### src/rtl/centroid_pkg.sv
// centroid_pkg: widths, FSM states and overlay colour shared by the centroid stage.
package centroid_pkg;
  typedef enum logic [1:0] {IDLE, DIV, DONE, EMPTY} state_t;
  localparam logic [23:0] OVL_RGB = 24'hFF0000;
  function automatic int coord_w(input int n);
    return $clog2(n);
  endfunction
  function automatic int cnt_w(input int w, input int h);
    return $clog2(w * h + 1);
  endfunction
  function automatic int sum_w(input int w, input int h);
    return cnt_w(w, h) + ((coord_w(w) > coord_w(h)) ? coord_w(w) : coord_w(h));
  endfunction
endpackage

### src/rtl/mask_centroid_if.sv
// mask_centroid_if: mask video in, delayed/overlaid video and centroid results out.
interface mask_centroid_if #(
  parameter int IMG_W = 64,
  parameter int IMG_H = 64
);
  logic [23:0] mask_in;
  logic de_in, h_sync_in, v_sync_in;
  logic de_out, h_sync_out, v_sync_out;
  logic [23:0] pixel_out;
  logic [centroid_pkg::coord_w(IMG_W)-1:0] x_c;
  logic [centroid_pkg::coord_w(IMG_H)-1:0] y_c;
  logic [centroid_pkg::cnt_w(IMG_W, IMG_H)-1:0] obj_cnt;
  logic empty, c_valid;
  modport master (
    output mask_in, de_in, h_sync_in, v_sync_in,
    input de_out, h_sync_out, v_sync_out, pixel_out, x_c, y_c, obj_cnt, empty, c_valid
  );
  modport slave (
    input mask_in, de_in, h_sync_in, v_sync_in,
    output de_out, h_sync_out, v_sync_out, pixel_out, x_c, y_c, obj_cnt, empty, c_valid
  );
endinterface

### src/rtl/mask_centroid_divider.sv
// seq_divider: restoring unsigned divider, one quotient bit per cycle, W cycles after start.
module seq_divider #(
  parameter int W = 8
) (
  input  logic         clk,
  input  logic         rst_n,
  input  logic         start,
  input  logic [W-1:0] dividend,
  input  logic [W-1:0] divisor,
  output logic [W-1:0] quotient,
  output logic         done
);
  localparam int C_W = $clog2(W + 1);
  logic [W-1:0] r_rem, r_quo, r_div;
  logic [C_W-1:0] r_cnt;
  logic r_done;
  logic [W:0] w_shift, w_diff;
  // remainder always stays below the divisor, so bit W of the difference is the borrow
  assign w_shift = {r_rem, r_quo[W-1]};
  assign w_diff  = w_shift - {1'b0, r_div};
  always_ff @(posedge clk or negedge rst_n) begin
    if (!rst_n) begin
      r_rem  <= '0;
      r_quo  <= '0;
      r_div  <= '0;
      r_cnt  <= '0;
      r_done <= 1'b0;
    end else begin
      r_done <= 1'b0;
      if (start) begin
        r_rem <= '0;
        r_quo <= dividend;
        r_div <= divisor;
        r_cnt <= C_W'(W);
      end else if (r_cnt != '0) begin
        r_rem  <= w_diff[W] ? w_shift[W-1:0] : w_diff[W-1:0];
        r_quo  <= {r_quo[W-2:0], ~w_diff[W]};
        r_cnt  <= r_cnt - 1'b1;
        r_done <= r_cnt == C_W'(1);
      end
    end
  end
  assign quotient = r_quo;
  assign done     = r_done;
endmodule

### src/rtl/mask_centroid.sv
// mask_centroid: per-frame foreground centroid of a binary mask, with crosshair
// overlay of the previous frame's centroid on the 1-cycle delayed video.
module mask_centroid
  import centroid_pkg::*;
#(
  parameter int IMG_W = 64,
  parameter int IMG_H = 64
) (
  input logic clk,
  input logic rst_n,
  mask_centroid_if.slave bus
);
  localparam int X_W   = coord_w(IMG_W);
  localparam int Y_W   = coord_w(IMG_H);
  localparam int CNT_W = cnt_w(IMG_W, IMG_H);
  localparam int SUM_W = sum_w(IMG_W, IMG_H);
  state_t r_state, w_state_n;
  logic r_de, r_hs, r_vs, r_empty, r_cv;
  logic [23:0] r_pix;
  logic [X_W-1:0] r_x, r_x_c;
  logic [Y_W-1:0] r_y, r_y_c;
  logic [CNT_W-1:0] r_cnt, r_cnt_snap, r_obj;
  logic [SUM_W-1:0] r_sx, r_sy, w_qx, w_qy;
  logic w_frame_end, w_start, w_done_x, w_done_y, w_hit, w_load_div, w_load_emp, w_unused;
  assign w_frame_end = bus.v_sync_in & ~r_vs;
  assign w_start     = w_frame_end & (r_state == IDLE) & (r_cnt != '0);
  assign w_hit       = bus.de_in & ~r_empty & ((r_x == r_x_c) | (r_y == r_y_c));
  assign w_load_div  = (r_state == DIV) & w_done_x;
  assign w_load_emp  = r_state == EMPTY;
  assign w_unused    = ^{w_qx[SUM_W-1:X_W], w_qy[SUM_W-1:Y_W], w_done_y};
  always_ff @(posedge clk or negedge rst_n) begin
    if (!rst_n) begin
      r_de  <= 1'b0;
      r_hs  <= 1'b0;
      r_vs  <= 1'b0;
      r_pix <= '0;
    end else begin
      r_de  <= bus.de_in;
      r_hs  <= bus.h_sync_in;
      r_vs  <= bus.v_sync_in;
      r_pix <= w_hit ? OVL_RGB : bus.mask_in;
    end
  end
  // r_de doubles as the previous de_in for the end-of-line detect
  always_ff @(posedge clk or negedge rst_n) begin
    if (!rst_n) begin
      r_x <= '0;
      r_y <= '0;
    end else if (w_frame_end) begin
      r_x <= '0;
      r_y <= '0;
    end else if (bus.de_in) begin
      r_x <= r_x + 1'b1;
    end else if (r_de) begin
      r_x <= '0;
      r_y <= r_y + 1'b1;
    end
  end
  always_ff @(posedge clk or negedge rst_n) begin
    if (!rst_n) begin
      r_cnt <= '0;
      r_sx  <= '0;
      r_sy  <= '0;
    end else if (w_frame_end) begin
      r_cnt <= '0;
      r_sx  <= '0;
      r_sy  <= '0;
    end else if (bus.de_in & bus.mask_in[0]) begin
      r_cnt <= r_cnt + 1'b1;
      r_sx  <= r_sx + SUM_W'(r_x);
      r_sy  <= r_sy + SUM_W'(r_y);
    end
  end
  seq_divider #(.W(SUM_W)) u_div_x (
    .clk(clk), .rst_n(rst_n), .start(w_start), .dividend(r_sx),
    .divisor(SUM_W'(r_cnt)), .quotient(w_qx), .done(w_done_x)
  );
  seq_divider #(.W(SUM_W)) u_div_y (
    .clk(clk), .rst_n(rst_n), .start(w_start), .dividend(r_sy),
    .divisor(SUM_W'(r_cnt)), .quotient(w_qy), .done(w_done_y)
  );
  always_ff @(posedge clk or negedge rst_n) begin
    if (!rst_n) r_state <= IDLE;
    else r_state <= w_state_n;
  end
  // frame ends seen outside IDLE are dropped; the accumulators still clear
  always_comb begin
    w_state_n = r_state;
    w_state_n = (r_state == IDLE) ? (w_frame_end ? ((r_cnt == '0) ? EMPTY : DIV) : IDLE)
              : (r_state == DIV)  ? (w_done_x ? DONE : DIV)
              : IDLE;
  end
  // results register on the DIV->DONE step and in EMPTY so c_valid lands SUM_W+2 / 2 cycles out
  always_ff @(posedge clk or negedge rst_n) begin
    if (!rst_n) begin
      r_cnt_snap <= '0;
      r_x_c      <= '0;
      r_y_c      <= '0;
      r_obj      <= '0;
      r_empty    <= 1'b1;
      r_cv       <= 1'b0;
    end else begin
      r_cv <= w_load_div | w_load_emp;
      if (w_start) r_cnt_snap <= r_cnt;
      if (w_load_div) begin
        r_x_c   <= w_qx[X_W-1:0];
        r_y_c   <= w_qy[Y_W-1:0];
        r_obj   <= r_cnt_snap;
        r_empty <= 1'b0;
      end else if (w_load_emp) begin
        r_obj   <= '0;
        r_empty <= 1'b1;
      end
    end
  end
  assign bus.de_out     = r_de;
  assign bus.h_sync_out = r_hs;
  assign bus.v_sync_out = r_vs;
  assign bus.pixel_out  = r_pix;
  assign bus.x_c        = r_x_c;
  assign bus.y_c        = r_y_c;
  assign bus.obj_cnt    = r_obj;
  assign bus.empty      = r_empty;
  assign bus.c_valid    = r_cv;
endmodule

### src/flat_wrapper.sv
// flat-port wrapper written by rule: the top's interface ports become plain ports
module mask_centroid_flat import centroid_pkg::*;
#(
  parameter int IMG_W = 64,
  parameter int IMG_H = 64
)
  (clk, rst_n, bus_mask_in, bus_de_in, bus_h_sync_in, bus_v_sync_in, bus_de_out, bus_h_sync_out, bus_v_sync_out, bus_pixel_out, bus_x_c, bus_y_c, bus_obj_cnt, bus_empty, bus_c_valid);
  mask_centroid_if #(.IMG_W(IMG_W), .IMG_H(IMG_H)) bus_i ();
  input logic clk;
  input logic rst_n;
  input wire logic [$bits(bus_i.mask_in)-1:0] bus_mask_in;
  input wire logic [$bits(bus_i.de_in)-1:0] bus_de_in;
  input wire logic [$bits(bus_i.h_sync_in)-1:0] bus_h_sync_in;
  input wire logic [$bits(bus_i.v_sync_in)-1:0] bus_v_sync_in;
  output wire logic [$bits(bus_i.de_out)-1:0] bus_de_out;
  output wire logic [$bits(bus_i.h_sync_out)-1:0] bus_h_sync_out;
  output wire logic [$bits(bus_i.v_sync_out)-1:0] bus_v_sync_out;
  output wire logic [$bits(bus_i.pixel_out)-1:0] bus_pixel_out;
  output wire logic [$bits(bus_i.x_c)-1:0] bus_x_c;
  output wire logic [$bits(bus_i.y_c)-1:0] bus_y_c;
  output wire logic [$bits(bus_i.obj_cnt)-1:0] bus_obj_cnt;
  output wire logic [$bits(bus_i.empty)-1:0] bus_empty;
  output wire logic [$bits(bus_i.c_valid)-1:0] bus_c_valid;
  assign bus_i.mask_in = bus_mask_in;
  assign bus_i.de_in = bus_de_in;
  assign bus_i.h_sync_in = bus_h_sync_in;
  assign bus_i.v_sync_in = bus_v_sync_in;
  assign bus_de_out = bus_i.de_out;
  assign bus_h_sync_out = bus_i.h_sync_out;
  assign bus_v_sync_out = bus_i.v_sync_out;
  assign bus_pixel_out = bus_i.pixel_out;
  assign bus_x_c = bus_i.x_c;
  assign bus_y_c = bus_i.y_c;
  assign bus_obj_cnt = bus_i.obj_cnt;
  assign bus_empty = bus_i.empty;
  assign bus_c_valid = bus_i.c_valid;
  mask_centroid #(.IMG_W(IMG_W), .IMG_H(IMG_H)) u_core (.clk(clk), .rst_n(rst_n), .bus(bus_i));
endmodule
### config.mk
export PLATFORM = sky130hd
export DESIGN_NAME = mask_centroid_flat
export DESIGN_NICKNAME = d
export VERILOG_FILES = /design/src/rtl/centroid_pkg.sv /design/src/rtl/mask_centroid_if.sv /design/src/rtl/mask_centroid_divider.sv /design/src/rtl/mask_centroid.sv /design/src/flat_wrapper.sv
export SDC_FILE = /design/constraint.sdc
export NUM_CORES = 1
export LEC_CHECK = 0
export BUFFER_PORTS_ARGS = -buffer_cell sky130_fd_sc_hd__buf_2
export CAP_MARGIN = 20
export CORE_UTILIZATION = 66
export CTS_BUF_LIST = sky130_fd_sc_hd__clkbuf_16
export DETAILED_ROUTE_END_ITERATION = 12
export GPL_TIMING_DRIVEN = 0
export PLACE_DENSITY = 0.91
export SYNTH_ARGS = -nofsm -noshare
export SYNTH_HDL_FRONTEND = slang
export SYNTH_SLANG_ARGS = --single-unit
### constraint.sdc
create_clock -name clk -period 7.4 [get_ports clk]
set_input_delay 0.74 -clock clk [delete_from_list [all_inputs] [get_ports clk]]
set_output_delay 0.74 -clock clk [all_outputs]
set_load 0.02 [all_outputs]
# Yosys cells after proc, flatten, opt, wreduce, memory -nomap -nowiden
# Index checks and enable logic that the tools add are counted.
[op_classes]
addsub = 9
n_eq_ne = 6
mux = 38
bitwise = 13
n_reduce_logical = 12
[ops]
columns = ["operator", "n"]
rows = [
  ["2-to-1 mux 19 bit", 14],
  ["2-to-1 mux 13 bit", 4],
  ["subtractor 20 x 13 -> 20 bit", 2],
  ["adder 19 x 6 -> 19 bit", 2],
  ["2-to-1 mux 6 bit", 6],
  ["2-to-1 mux 24 bit", 1],
  ["2-to-1 mux 5 bit", 4],
  ["adder 13 x 1 -> 13 bit (second input constant)", 1],
  ["logical NOT 13 bit", 1],
  ["nonzero test 13 bit", 1],
  ["adder 6 x 1 -> 6 bit (second input constant)", 2],
  ["equality test 6 bit", 2],
  ["2-to-1 mux 2 bit", 5],
  ["nonzero test 2 bit", 5],
  ["nonzero test 5 bit", 2],
  ["subtractor 5 x 1 -> 5 bit (second input constant)", 2],
  ["AND 1 bit", 7],
  ["equality test 5 x 1 -> 1 bit (second input constant)", 1],
  ["2-to-1 mux 1 bit", 4],
  ["NOT 1 bit", 4],
  ["nonzero test 3 bit", 1],
  ["equality test 2 x 1 -> 1 bit (second input constant)", 1],
  ["equality test 2 bit (second input constant)", 1],
  ["logical NOT 2 bit", 1],
  ["other kinds (3)", 4],
]
[word_totals]
register_bits = 219
inputBits = 29
output_inout_bits = 54
elab_cells = 101

# Logic depth before layout (Yosys ltp)
# Gate-level depths: netlist (run 1).
[logic_depth]
word_depth = 5
depth_mapped = 11
depth_no_buf = 11

# Hierarchy
# From an unflattened synthesis (run 1), not the netlist that was laid out.
[hier_totals]
cells_unflattened = 1396
hier_area_um2 = 13838.3
[by_module_without_submodules]
columns = ["mod", "n_inst", "cells_per_inst", "area_each_um2"]
rows = [
  ["mask_centroid", 1, 532, 6084.6],
  ["seq_divider at u_core.u_div_x", 1, 432, 3910.0],
  ["seq_divider at u_core.u_div_y", 1, 432, 3843.7],
]

# Worst setup path before layout (run 1)
# No wires, ideal clock.
[synth_timing]
path_type = "register to register"
start = "reg u_core.u_div_x.r_rem[3]"
end = "reg u_core.u_div_x.r_rem[16]"
setup_ns = 0.082
arrival_ns = 2.706
path_slack_ns = 4.612
path_stages_with_launch = 9
path_buffers = 1
path_cell_list = "dfrtp_1 ha_1 a2111oi_0 a2111oi_0 or4_4 xnor2_2 buf_4 or3_1 a31oi_1"
[synth_via]
elab_chain_cells = 4
[synth_lines]
columns = ["element", "line_no", "source"]
rows = [
  ["start: declaration", "mask_centroid_divider.sv:14", "logic [W-1:0] r_rem, r_quo, r_div;"],
  ["start signal: assignment", "mask_centroid_divider.sv:36", "r_rem <= w_diff[W] ? w_shift[W-1:0] : w_diff[W-1:0];"],
  ["subtractor 20 x 13 -> 20 bit", "mask_centroid_divider.sv:20", "assign w_diff = w_shift - {1'b0, r_div};"],
  ["2-to-1 mux 19 bit", "mask_centroid_divider.sv:36", ""],
  ["2-to-1 mux 19 bit", "mask_centroid_divider.sv:35", "end else if (r_cnt != '0) begin"],
  ["2-to-1 mux 19 bit", "mask_centroid_divider.sv:30", "if (start) begin"],
]
# No other way between the ends. The select of a mux whose other input is x is not followed.
# A chain may end at the register's enable or synchronous reset.

==> metrics.md, run 1 <==
| Metric | Value |
|---|---|
| Biggest area consumer among synthesized cells | sky130_fd_sc_hd__dfrtp_1 |
| Part of the power in combinational logic | 45.9% |
| Weighted congestion reported at the end of routability-driven placement | 0.942 |
| CP cell instances | inv_1, ha_1, a2111oi_0, a2111oi_0, or4_4, xor2_2, clkbuf_1, nand3_1, a31oi_1 |
| Highest fanout seen on the critical path | 10 |
| Resized Gates After CTS | 0 |
| Synthesized instance count | 1243 |
| Cell with the largest stage delay on the worst path | sky130_fd_sc_hd__a2111oi_0 |
| Most repeated cell in the gate-level netlist after synthesis | sky130_fd_sc_hd__dfrtp_1 |
| Switching power total | 2.32 mW |
| Maximum ir drop on the vdd rail | 0.261 mV |
| Clock slew seen by the registers of the worst setup and hold paths | 0.06 ns |
| Area enclosed by the die boundary | 0.0180 mm2 |
| Clock network fraction of design power | 20.0% |
| Total overflow reported by the global router | 0 |
| Total track usage | 34.8% |
| Via count of the first global-routing pass | 9917 |
| Final worst path period share | 49.8% |
| Average wire per standard cell | 19.2 um |
| Placeable core area | 0.0168 mm2 |
| Total routed wirelength | 30.4 mm |
| Remaining routing DRC violations | 0 |
| Number of levels in the clock H-tree | 1 |
| Proportion of power drawn by flip-flops and latches | 34.0% |
| Y dimension of the die | 134 um |
| Max Buffers Root-to-Sink | 3 |
| Type of the tightest min-delay check | primary input to asynchronous set/reset pin |
| Via density per instance | 6.37 |
| Worst Setup End Kind | flop |
| Vias after detailed routing | 10122 |
| Die W | 134 um |
| Fraction of registers with async set/reset | 100% |
| Cell area after technology mapping | 0.0115 mm2 |
| CP bufs+invs | 2 |
| Post-route clock skew | 0.0185 ns |
| Main area contributors after synthesis | sky130_fd_sc_hd__dfrtp_1 47%, sky130_fd_sc_hd__nand2_1 5.7%, sky130_fd_sc_hd__ha_1 5.1% |
| Buffers inserted during post-CTS setup optimization | 0 |
| Detail Placement HPWL | 20.5 mm |
| Area share of the largest cell type after synthesis | 47.3% |
| P&R area growth vs syn | 12.5% |
| Final hold violation count | 0 |
| Final critical delay including setup and external delays | 3.69 ns |
| Req. time, crit path | 7.82 ns |
| Cell chosen for the clock root | sky130_fd_sc_hd__clkbuf_16 |
| Antenna cell count | 0 |
| Final Setup Violations | 0 |
| Layout Nets | 1431 |
| Post-synthesis sequential area ratio | 47.5% |
| First-pass GRT wire length | 49.9 mm |
| Count of yosys warnings during synthesis | 0 |
| Worst slack on hold paths | 0.320 ns |
| Slew @ Worst Pin | 1.01 ns |
| Post-route design area | 0.0130 mm2 |
| Pin count of the biggest net entering global routing | 120 |
| Highest achievable clock rate | 271 MHz |
| Number of nets produced by synthesis | 1323 |
| Leakage component of the power | 5.98 nW |
| Synth Area per Inst | 9.29 um2 |
| Clock latency reported for the late side of the worst-skew pair | 0.52 ns |
| Count of nets left with antenna violations after detail routing | 0 |
| TritonCTS Buffers | 23 |
| Number of maximum-capacitance violations | 0 |
| Number of slew-limit violations in the final report | 0 |
| Count of hold-fix buffers inserted at cts | 0 |
| Worst path max stage delay | 0.69 ns |
| Clock tree from TritonCTS | built |
| IO Count | 83 |
| Count of port buffers added during placement | 82 |
| Cell area after placement | 0.0123 mm2 |
| Tightest slew margin relative to the limit | 31.2% |
| Power Density | 428 mW/mm2 |
| Post-synth EDFFs | 0 |
| Antenna violations before repair | 0 |
| Initial cell density of the core | 68.6% |
| Fraction of layout instances using a drive strength above 1 | 10.9% |
| Initial DRT Pass Iterations | 6 |
| Sinks on Clock Net | 219 |
| Worst path arrival time | 4.11 ns |
| Outcome | complete, no violations |
| Critical path start-end classification | flop to flop |
| Top cells by count, synth | 218 x sky130_fd_sc_hd__dfrtp_1, 175 x sky130_fd_sc_hd__nand2_1, 124 x sky130_fd_sc_hd__nor2_1 |
| Count of standard-cell rows | 47 |
| Net switching share of the total power | 41.7% |
| Setup TNS Final | 0 ns |
| Cell variety after synth | 66 |
| Synthesized flop and latch total | 219 |
| Top FF cell, synth | sky130_fd_sc_hd__dfrtp_1 |
| Critical Path Start Type | flop |
| Count of routing violations after the opening detailed-route iteration | 934 |
| RSZ-0062 raised after global routing | false |
| Cell type group with the largest total delay on the critical path | compound AO/OA/AOI/OAI gates |
| Crit-path most repeated cell | sky130_fd_sc_hd__a2111oi_0 |
| Internal power | 3.24 mW |
==> cell type report <==
class                           count  area (um2)
Tap cell                          220         275
Clock buffer                       23         576
Timing Repair Buffer               83         448
Fill cell                        1069        3840
Sequential cell                   219        5480
Multi-Input combinational cell    917        5650
Inverter                           45         169
Clock inverter                     19         139
Buffer                             62         248
==> layer usage <==
metal / part of all wire (%) / global-route usage [%] / wire, um / up-vias
met4: 4.0 / 15.3 / 1210 / 0
met1: 39 / 45.6 / 11900 / 4866
met3: 8.8 / 6.42 / 2680 / 106
li1: - / - / - / 4554
met5: 0 / 0 / 0 / -
met2: 48 / 56.7 / 14600 / 596
==> flip-flops by register name (all words and copies together) (netlist names), 19 cells and up <==
signal                   count
u_core.bus.pixel_out        24
u_core.r_sx                 19
u_core.r_sy                 19
u_core.u_div_x.quotient     19
u_core.u_div_x.r_rem        19
u_core.u_div_y.quotient     19
u_core.u_div_y.r_rem        19
==> path summary, 6_finish.rpt <==
kind	startpoint	to	slack, ns	depth (start not counted)
min in group clk	bus_h_sync_in	u_core.bus.h_sync_out	0.33	1
max reg2reg	u_core.r_cnt_snap[4]	u_core.u_div_x.r_rem[13]	3.71	9
max	u_core.r_cnt_snap[4]	u_core.u_div_x.r_rem[13]	3.71	9
max in group asynchronous	rst_n	u_core.bus.y_c[4]	6.05	2
min	rst_n	u_core.bus.c_valid	0.32	1
min reg2reg	u_core.bus.obj_cnt[6]	u_core.bus.obj_cnt[6]	0.48	2
==> power by group through the flow <==
stage | Clock, mW | Sequential (mW) | Combinational, mW
finish | 1.12 | 1.89 | 2.56
global route | 1.16 | 1.93 | 2.82
CTS | 1.11 | 1.88 | 2.51
detailed placement | 0 | 1.89 | 2.47
global placement | 0 | 1.87 | 2.35
floorplan | 0 | 1.91 | 1.79
==> cells in the final DEF, fill, tap and decap left out, types with 11 or more instances in the layout <==
cell	synthesis	final
sky130_fd_sc_hd__and2_1	20	20
sky130_fd_sc_hd__xnor2_1	42	42
sky130_fd_sc_hd__dfrtp_1	218	218
sky130_fd_sc_hd__nor2_1	124	124
sky130_fd_sc_hd__nand3_1	38	38
sky130_fd_sc_hd__a21oi_1	74	74
sky130_fd_sc_hd__inv_1	45	50
sky130_fd_sc_hd__a31oi_1	50	50
sky130_fd_sc_hd__mux2_2	14	14
sky130_fd_sc_hd__buf_2	0	81
sky130_fd_sc_hd__mux2i_1	16	16
sky130_fd_sc_hd__and3_1	11	11
sky130_fd_sc_hd__or3_1	11	11
sky130_fd_sc_hd__clkbuf_16	0	23
sky130_fd_sc_hd__xor2_1	38	38
sky130_fd_sc_hd__o21ai_0	76	76
sky130_fd_sc_hd__a211oi_1	13	13
sky130_fd_sc_hd__ha_1	47	47
sky130_fd_sc_hd__clkbuf_1	54	54
sky130_fd_sc_hd__nor3_1	16	16
sky130_fd_sc_hd__nand2b_1	15	15
sky130_fd_sc_hd__nand4_1	16	16
sky130_fd_sc_hd__nand2_1	175	175
==> through the flow <==
stage	total power, mW	instances	setup slack [ns]	utilization, %
2_1_floorplan	3.70	1243	4.61	-
3_3_place_gp	4.22	1545	1.96	72.7
3_5_place_dp	4.36	1546	3.88	72.9
4_1_cts	5.50	1588	3.76	77.2
5_1_grt	5.91	1588	3.46	77.2
6_report	5.56	1588	3.71	77.2
==> kinds of logic after synthesis <==
group                      after synthesis  synth area share, %
and+or+nand+nor                        466                 18.6
DFF                                    219                 47.5
xor gates and xnor gates                82                 6.35
AOI/OAI and AO/OA                      288                 15.4
buffers and inverters                  107                 3.61
adders and majority gates               51                 5.79
muxes                                   30                 2.75
(Power assumes the default switching activity.)
==> run 2: changes to the inputs <==
CORE_UTILIZATION = 61   (was 66)
PLACE_DENSITY = 0.86   (was 0.91)
clock period = 3.7 ns   (was 7.4 ns; I/O delays follow)
==> run 2 against run 1 <==
Sequential share of layout area is 0.12 points lower. Design area is 0.28% higher. Wire length is 5.2% lower. Core utilization is 5.9 points lower. Critical path depth stayed put. Cell count is 0.57% higher. Register-to-register slack worse by 3.5 ns. Count of clock-buffer cells in the layout stayed put. Critical path type unchanged. Critical endpoint is now u_core.u_div_x.quotient[0]. Largest power group unchanged.
==> metrics.md, run 2 (synthesis results as in run 1) <==
| Metric | Value |
|---|---|
| Outcome | complete, no violations |
| Slew @ Worst Pin | 0.968 ns (-0.0386 ns) |
| Pin count of the biggest net entering global routing | 114 (-5.0%) |
| Critical path start-end classification | flop to flop |
| Number of levels in the clock H-tree | 1 (unchanged) |
| Count of standard-cell rows | 49 (+4.3%) |
| Layout Nets | 1435 (+0.28%) |
| Fraction of layout instances using a drive strength above 1 | 11.0% (+0.073 points) |
| Final critical delay including setup and external delays | 3.46 ns (-0.226 ns) |
| Total routed wirelength | 28.8 mm (-5.2%) |
| Cell type group with the largest total delay on the critical path | compound AO/OA/AOI/OAI gates |
| Leakage component of the power | 5.99 nW (+0.14%) |
| Initial cell density of the core | 63.2% (-5.5 points) |
| Type of the tightest min-delay check | primary input to flop |
| # fillers | 1337 (+25%) |
| Worst path arrival time | 3.89 ns (-0.22 ns) |
| Count of port buffers added during placement | 82 (unchanged) |
| IO Count | 83 (unchanged) |
| Highest achievable clock rate | 289 MHz (+6.5%) |
| Worst path max stage delay | 0.56 ns (-0.13 ns) |
| Count of routing violations after the opening detailed-route iteration | 752 (-19%) |
| First-pass GRT wire length | 47.4 mm (-4.9%) |
| Req. time, crit path | 4.13 ns (-3.69 ns) |
| Die W | 140 um (+4.0%) |
| Antenna violations before repair | 0 (unchanged) |
| Area enclosed by the die boundary | 0.0195 mm2 (+8.1%) |
| Number of slew-limit violations in the final report | 0 (unchanged) |
| Clock tree from TritonCTS | built |
| RSZ-0062 raised after global routing | false |
| Post-route clock skew | 0.0109 ns (-0.00761 ns) |
| Overall power consumption | 11.0 mW (+97%) |
| Number of maximum-capacitance violations | 0 (unchanged) |
| Vias after detailed routing | 9833 (-2.9%) |
| Cell with the largest stage delay on the worst path | sky130_fd_sc_hd__or4_4 |
| Worst Setup End Kind | flop |
| Y dimension of the die | 140 um (+4.0%) |
| Final hold violation count | 0 (unchanged) |
| Most common cell after layout, fill and taps aside | sky130_fd_sc_hd__dfrtp_1 |
| Max Buffers Root-to-Sink | 3 (unchanged) |
| Top library cells by usage in the layout, fill and taps aside | 218 x sky130_fd_sc_hd__dfrtp_1, 175 x sky130_fd_sc_hd__nand2_1, 124 x sky130_fd_sc_hd__nor2_1 |
| Maximum ir drop on the vdd rail | 0.482 mV (+85%) |
| Post-route design area | 0.0130 mm2 (+0.28%) |
| Count of nets left with antenna violations after detail routing | 0 (unchanged) |
| Final Setup Violations | 0 (unchanged) |
| Detail Placement HPWL | 19.9 mm (-3.1%) |
| Worst slack on hold paths | 0.0474 ns (-0.273 ns) |
| Via count of the first global-routing pass | 9519 (-4.0%) |
| Remaining routing DRC violations | 0 (unchanged) |
| Total track usage | 30.4% (-4.4 points) |
| Via density per instance | 6.16 (-3.4%) |
| Initial DRT Pass Iterations | 5 (-1) |
| TritonCTS Buffers | 23 (unchanged) |
| Power Density | 844 mW/mm2 (+97%) |
| Placeable core area | 0.0183 mm2 (+8.6%) |
| Total overflow reported by the global router | 0 (unchanged) |
| Sinks on Clock Net | 219 (unchanged) |
| Average wire per standard cell | 18.1 um (-5.8%) |
| Post-placement worst setup slack | 0.194 ns (-3.69 ns) |
| Critical Path Start Type | flop |
| Cell area after placement | 0.0123 mm2 (about the same) |
| Setup TNS Final | 0 ns (unchanged) |
| Weighted congestion reported at the end of routability-driven placement | 0.954 (+1.3%) |
| CP bufs+invs | 2 (unchanged) |
| Clock slew seen by the registers of the worst setup and hold paths | 0.06 ns (about the same) |
| Clock latency reported for the late side of the worst-skew pair | 0.51 ns (about the same) |
| Antenna cell count | 0 (unchanged) |
| Highest fanout seen on the critical path | 10 (unchanged) |
| Final worst-path setup slack | 0.240 ns (-3.47 ns) |
| Tightest slew margin relative to the limit | 34.8% (+3.6 points) |
| Number of flip-flops under the largest register name | 24 (unchanged) |
| CP cell instances | inv_1, ha_1, a2111oi_1, a2111oi_0, or4_4, xor2_2, clkbuf_1, nand2_1, a31oi_1 |
| Cell chosen for the clock root | sky130_fd_sc_hd__clkbuf_16 |
| P&R area growth vs syn | 12.8% |
| Final worst path period share | 93.5% (+44 points) |
==> run 2: changes by cell type in the layout (fill, tap and decap cells not counted) <==
cell | previous run | this run
sky130_fd_sc_hd__dlygate4sd3_1 | 0 | 4
sky130_fd_sc_hd__a2111oi_0 | 8 | 7
sky130_fd_sc_hd__clkinv_4 | 0 | 1
sky130_fd_sc_hd__clkinvlp_4 | 1 | 0
sky130_fd_sc_hd__a2111oi_1 | 0 | 1
sky130_fd_sc_hd__inv_1 | 50 | 48
sky130_fd_sc_hd__clkinv_1 | 5 | 2
sky130_fd_sc_hd__clkinv_2 | 5 | 7
sky130_fd_sc_hd__inv_6 | 1 | 0
==> run 2: final timing paths <==
kind | depth (start not counted) | end | slack [ns] | start
setup / recovery | 9 | u_core.u_div_x.quotient[0] | 0.24 | u_core.r_cnt_snap[4]
hold / removal | 2 | u_core.bus.pixel_out[22] | 0.05 | bus_mask_in[22]
setup reg to reg | 9 | u_core.u_div_x.quotient[0] | 0.24 | u_core.r_cnt_snap[4]
hold reg to reg | 2 | u_core.bus.obj_cnt[2] | 0.48 | u_core.bus.obj_cnt[2]
max in group asynchronous | 3 | u_core.r_x[0] | 2.16 | rst_n
min in group asynchronous | 2 | u_core.bus.c_valid | 0.51 | rst_n
==> run 2: repair_timing <==
item                                    4_1_cts  5_1_grt
endpoints found under the setup margin        0        3
hold endpoints to repair                    109        0
gates resized for setup                       0        1
buffers inserted                              0        0
hold buffers                                  4        0
==> run 2: final cells by class <==
type                       instances  area (um2)  area share [%]
inverter                          45         169            1.30
clock inverter                    15         123           0.942
clock buffer                      23         576            4.42
sequential                       219        5480            42.1
multi-input combinational        917        5650            43.4
buffer                            62         248            1.90
timing repair buffer              87         488            3.75
tap                              229         287            2.20
==> run 2: report_power, final <==
group	internal (mW)	switching [mW]	total [mW]
combinational	2.06	2.96	5.02
sequential	3.16	0.599	3.76
clock	1.26	0.941	2.20
total	6.48	4.50	11.0
==> run 2: layer usage <==
layer | routed length (um) | track usage (%) | vias to the layer above | part of all wire [%]
met3 | 2290 | 5.13 | 78 | 7.9
met5 | 0 | 0 | - | 0
met1 | 12000 | 40.2 | 4767 | 41
met4 | 1040 | 11.7 | 0 | 3.6
li1 | - | - | 4562 | -
met2 | 13500 | 50.2 | 426 | 47
==> run 2: stage by stage <==
step	std cells	utilization [%]
floorplan	1243	-
global placement	1554	67.0
detailed placement	1555	67.2
CTS	1597	71.3
global route	1597	71.3
finish	1597	71.3
